--- src/rtl/jpeg_seq_pkg.sv ---
// Shared types and constants for the JPEG accelerator's DCT sequencing logic.
package jpeg_seq_pkg;
  typedef enum logic [1:0] {IDLE, PASS1, PASS2, DONE} dct_state_t;
  localparam int ROWS  = 8;
  localparam int IDX_W = 3;
  localparam int CNT_W = 4;
endpackage

--- src/rtl/dct2d_seq_slot_counter.sv ---
// Slot/row counter pair: cnt walks the clocks of one 1-D DCT slot, idx walks rows/columns.
module slot_counter
  import jpeg_seq_pkg::*;
#(
  parameter int CYCLES_PER_ROW = 4
) (
  input  logic             clk,
  input  logic             rst,
  input  logic             clr,
  input  logic             en,
  output logic [CNT_W-1:0] cnt,
  output logic [IDX_W-1:0] idx,
  output logic             slot_last,
  output logic             blk_last
);
  localparam logic [CNT_W-1:0] CNT_MAX = CNT_W'(CYCLES_PER_ROW - 1);
  localparam logic [IDX_W-1:0] IDX_MAX = IDX_W'(ROWS - 1);

  assign slot_last = (cnt == CNT_MAX);
  assign blk_last  = slot_last && (idx == IDX_MAX);

  // idx only returns to 0 through clr, which the owner raises on every state change
  always_ff @(posedge clk) begin
    if (rst || clr) begin
      cnt <= '0;
      idx <= '0;
    end else if (en) begin
      if (slot_last) begin
        cnt <= '0;
        idx <= idx + 1'b1;
      end else begin
        cnt <= cnt + 1'b1;
      end
    end
  end
endmodule

--- src/rtl/dct2d_seq.sv ---
// Two-pass 8x8 DCT sequencer: rows into the transpose memory, then columns out to the output buffer.
module dct2d_seq
  import jpeg_seq_pkg::*;
#(
  parameter int CYCLES_PER_ROW = 4
) (
  input  logic             clk,
  input  logic             rst,
  input  logic             blk_valid,
  input  logic             out_free,
  input  logic             abort,
  output logic             busy,
  output logic [IDX_W-1:0] in_row_addr,
  output logic             dct_sel,
  output logic             t_wr,
  output logic             t_rd,
  output logic [IDX_W-1:0] out_col_addr,
  output logic             out_we,
  output logic             blk_ack,
  output logic             done
);
  dct_state_t       state;
  logic             start, leave, in_pass;
  logic [CNT_W-1:0] cnt;
  logic [IDX_W-1:0] idx;
  logic             slot_last, blk_last;
  logic             cnt_unused;

  assign start   = blk_valid && out_free;
  assign in_pass = (state == PASS1) || (state == PASS2);

  // leave is high exactly when the FSM below changes state, so counters restart on entry
  always_comb begin
    leave = 1'b0;
    case (state)
      IDLE:         leave = start;
      PASS1, PASS2: leave = blk_last;
      DONE:         leave = 1'b1;
      default:      leave = 1'b0;
    endcase
  end

  slot_counter #(.CYCLES_PER_ROW(CYCLES_PER_ROW)) u_slot (
    .clk       (clk),
    .rst       (rst),
    .clr       (abort || leave),
    .en        (in_pass),
    .cnt       (cnt),
    .idx       (idx),
    .slot_last (slot_last),
    .blk_last  (blk_last)
  );

  // the raw slot count is only consumed through slot_last/blk_last
  assign cnt_unused = ^cnt;

  always_ff @(posedge clk) begin
    if (rst || abort) begin
      state <= IDLE;
    end else begin
      case (state)
        IDLE:    if (start) state <= PASS1;
        PASS1:   if (blk_last) state <= PASS2;
        PASS2:   if (blk_last) state <= DONE;
        DONE:    state <= start ? PASS1 : IDLE;
        default: state <= IDLE;
      endcase
    end
  end

  assign busy         = (state != IDLE);
  assign dct_sel      = (state == PASS2);
  assign in_row_addr  = (state == PASS1) ? idx : '0;
  assign out_col_addr = (state == PASS2) ? idx : '0;
  assign t_wr         = (state == PASS1) && slot_last;
  assign t_rd         = (state == PASS2) && slot_last;
  assign out_we       = (state == PASS2) && slot_last;
  assign blk_ack      = (state == PASS1) && blk_last;
  assign done         = (state == DONE);
endmodule

--- config.mk ---
export PLATFORM = sky130hd
export DESIGN_NAME = dct2d_seq
export DESIGN_NICKNAME = d
export VERILOG_FILES = /design/src/rtl/jpeg_seq_pkg.sv /design/src/rtl/dct2d_seq_slot_counter.sv /design/src/rtl/dct2d_seq.sv
export SDC_FILE = /design/constraint.sdc
export NUM_CORES = 1
export LEC_CHECK = 0
export BUFFER_PORTS_ARGS = -buffer_cell sky130_fd_sc_hd__buf_2
export CAP_MARGIN = 20
export CORE_MARGIN = 2
export CORE_UTILIZATION = 45
export CTS_BUF_LIST = sky130_fd_sc_hd__clkbuf_4 sky130_fd_sc_hd__clkbuf_8
export CTS_CLUSTER_DIAMETER = 120
export DETAILED_ROUTE_END_ITERATION = 8
export GPL_ROUTABILITY_DRIVEN = 0
export PLACE_DENSITY = 0.7
export SYNTH_ARGS = -nofsm -noshare
export SYNTH_HDL_FRONTEND = slang
export SYNTH_SLANG_ARGS = --single-unit
--- constraint.sdc ---
create_clock -name clk -period 3.35 [get_ports clk]
set_input_delay 0.1675 -clock clk [delete_from_list [all_inputs] [get_ports clk]]
set_output_delay 0.1675 -clock clk [all_outputs]
set_load 0.05 [all_outputs]
==> flow_metrics.py <==
metrics = {
    "outcome": {
        "status": "finished clean",
    },
    "drt": {
        "highest_layer": "met4",
        "ant_nets": 0,
        "routed_wl_mm": 1.29,
        "num_vias": 614,
        "drt_iter0_drc": 12,
        "wl_met1_um": 623,
        "via_per_inst": 5.69,
        "avgRoutedWirePerCell_um": 12.0,
        "post-route-drc-count": 0,
        "met3_length_um": 60,
        "met2WireLength_um": 591,
        "firstDrtPassIters": 4,
    },
    "synthesis": {
        "synth_ff_type": "dfxtp_1",
        "yosysSeqAreaShare_pct": 28.1,
        "synth_fa_ha_area_share_pct": 13.7,
        "synthTopCellsByCount": "9 x dfxtp_1, 8 x and2_1, 7 x ha_1, 7 x nand2_1",
        "ys_top_cells_by_area": "dfxtp_1 28%, ha_1 14%, and2_1 7.8%, nand2_1 4.1%, o2111ai_1 4.1%",
        "synth_top_family_by_area": "simple AND/OR/NAND/NOR gates",
        "synth_area_leader_cell": "dfxtp_1",
        "synth_compound_gate_area_share_pct": 19.9,
        "yosys.area_share.simple_pct": 28.9,
        "syn_area_um2": 641,
        "yosys.cell_types.count": 28,
        "synth_top_cell_area_share_pct": 28.1,
        "synth_edf_count": 0,
        "synth_xor_area_share_pct": 1.37,
        "syn_nets": 86,
        "yosys_register_bits": 9,
        "muxShareOfSynthArea_pct": 3.13,
        "syn_avg_cell_area_um2": 8.66,
        "yosys_warnings": 0,
        "synth.most_common_cell": "dfxtp_1",
        "synthCells": 74,
        "async_flop_share_pct": 0,
    },
    "setup_path": {
        "cp-end-kind": "output port",
        "required_ns": 3.18,
        "crit_start": "u_slot.cnt[0]",
        "critPathKind": "reg -> out",
        "start_kind": "flop",
        "arrival_ns": 1.72,
        "path_max_fanout": 6,
        "worstReg2RegStart": "state[0]",
    },
    "clock_network": {
        "clk_latency_ns": 0.27,
        "cts_max_path_buffers": 2,
        "clkSinkCount": 9,
        "cts-root-buf": "clkbuf_4",
        "cts_tree": "yes",
        "htreeDepth": 1,
        "ctsResizeCount": 0,
        "cts_buffers": 3,
        "path_clk_slew_ns": 0.07,
        "post_cts_buffers": 0,
        "holdBufCountCts": 0,
    },
    "timing": {
        "fmax_ghz": 0.529,
        "fin_setup_tns_ns": 0,
        "holdWs_ns": 0.234,
        "rsz0062_at_grt": "false",
        "finClkSkew_ns": 0.00557,
        "fin_crit_sh_pct": 56.5,
        "setup_violations": 0,
        "hold_viol": 0,
        "slew_headroom_pct": 72.0,
        "drv_slew": 0,
        "worst_pin_slew_ns": 0.415,
        "final.min_clock_period_ns": 1.89,
    },
    "global_route": {
        "grt_pass1_vias": 494,
        "grt_pass1_wl_mm": 2.18,
        "grt_usage_pct": 15.9,
        "antenna_found_initial": 0,
        "gr-total-overflow": 0,
        "grt_max_degree": 11,
    },
    "finish": {
        "area_growth_syn_to_layout_pct": 18.6,
        "nNetsFinal": 106,
        "diodes": 0,
        "drive_above_1_share_pct": 25.8,
    },
    "hold_path": {
        "min_path_type": "in -> reg",
        "hp-start": "abort",
    },
    "power_and_ir_drop": {
        "power_leakage_nw": 0.356,
        "peakVddDrop_mv": 0.167,
        "power_uw": 223,
        "p_per_area_nw_per_um2": 294,
    },
    "floorplanning": {
        "die-width_um": 41.7,
        "io_pins": 18,
        "start_util_pct": 48.6,
        "die_h_um": 41.7,
        "dieArea_um2": 1740,
        "fp-row-count": 13,
        "core_region_area_um2": 1320,
    },
    "placed_design": {
        "io_buffers": 17,
        "dpl.hpwl_mm": 1.01,
    },
    "run": {
        "maxCapViolCount": 0,
    },
}
-- metrics by stage --
step / cell area, um2 / worst slack, ns / std cells / util, %
6_report: 759 / 1.46 / 108 / 57.6
4_1_cts: 759 / 1.44 / 108 / 57.6
2_1_floorplan: 641 / 1.43 / 74 / -
3_5_place_dp: 732 / 1.66 / 104 / 55.6
5_1_grt: 759 / 1.30 / 108 / 57.6
3_3_place_gp: 732 / 1.73 / 104 / 55.6
-- state kept, by name, indices dropped and copies added (netlist names) --
| name | count |
|---|---|
| state | 2 |
| u_slot.cnt | 4 |
| u_slot.idx | 3 |
-- where the power goes --
group	internal [mW]	leakage, nW	switching, mW
Clock	0.0441	0.0177	0.0416
Combinational	0.00980	0.266	0.0179
Sequential	0.108	0.0726	0.00152
-- layout make-up --
class / count / area [um2]
Multi-Input combinational cell: 58 / 429
Inverter: 5 / 18.8
Fill cell: 115 / 558
Sequential cell: 9 / 180
Clock inverter: 1 / 5.00
Timing Repair Buffer: 17 / 85.1
Tap cell: 15 / 18.8
Clock buffer: 3 / 22.5
-- worst paths after layout --
path	end	slack, ns	cells after the start
min	state[0]	0.23	3
max	blk_ack	1.46	4
max reg2reg	u_slot.cnt[3]	1.60	5
min reg2reg	u_slot.idx[1]	0.51	2
-- routing by layer --
| layer | up-vias | global-route usage [%] |
|---|---|---|
| met5 | - | 0 |
| met4 | 0 | 7.74 |
| met3 | 2 | 2.61 |
| met2 | 18 | 24.1 |
| met1 | 284 | 21.7 |
| li1 | 310 | - |
-- placed cells by master, fill, tap and decap left out --
master	instances
o21ai_0	2
o21ba_1	1
nor2_1	3
o221a_1	1
nand4bb_1	1
and4b_1	1
and3_1	1
nor2b_1	1
a21oi_1	5
mux2i_1	2
and4bb_2	1
and4bb_1	1
nor2_2	1
xor2_1	1
and2_1	8
o22ai_1	3
o211ai_1	2
a21boi_2	1
buf_2	17
nor3b_1	1
clkbuf_4	3
nand2b_1	2
dfxtp_1	9
inv_1	5
ha_1	7
nand2_1	7
nand4_1	2
o2111ai_1	3
clkinv_2	1
-- cell families (layout without fill, tap and decap cells) --
| kind of cell | count (synthesis) | after routing |
|---|---|---|
| mux | 2 | 2 |
| simple gates | 30 | 30 |
| compound gates | 18 | 18 |
| flops | 9 | 9 |
| fa+ha+maj | 7 | 7 |
| buf+inv | 7 | 26 |
| xor+xnor | 1 | 1 |
-- worst max-delay path, stage by stage, from the launching register on --
cell	delay [ns]
dfxtp_1	0.38
ha_1	0.27
nor3b_1	0.36
and3_1	0.20
buf_2	0.25
Power figures use the tool's default switching activity.
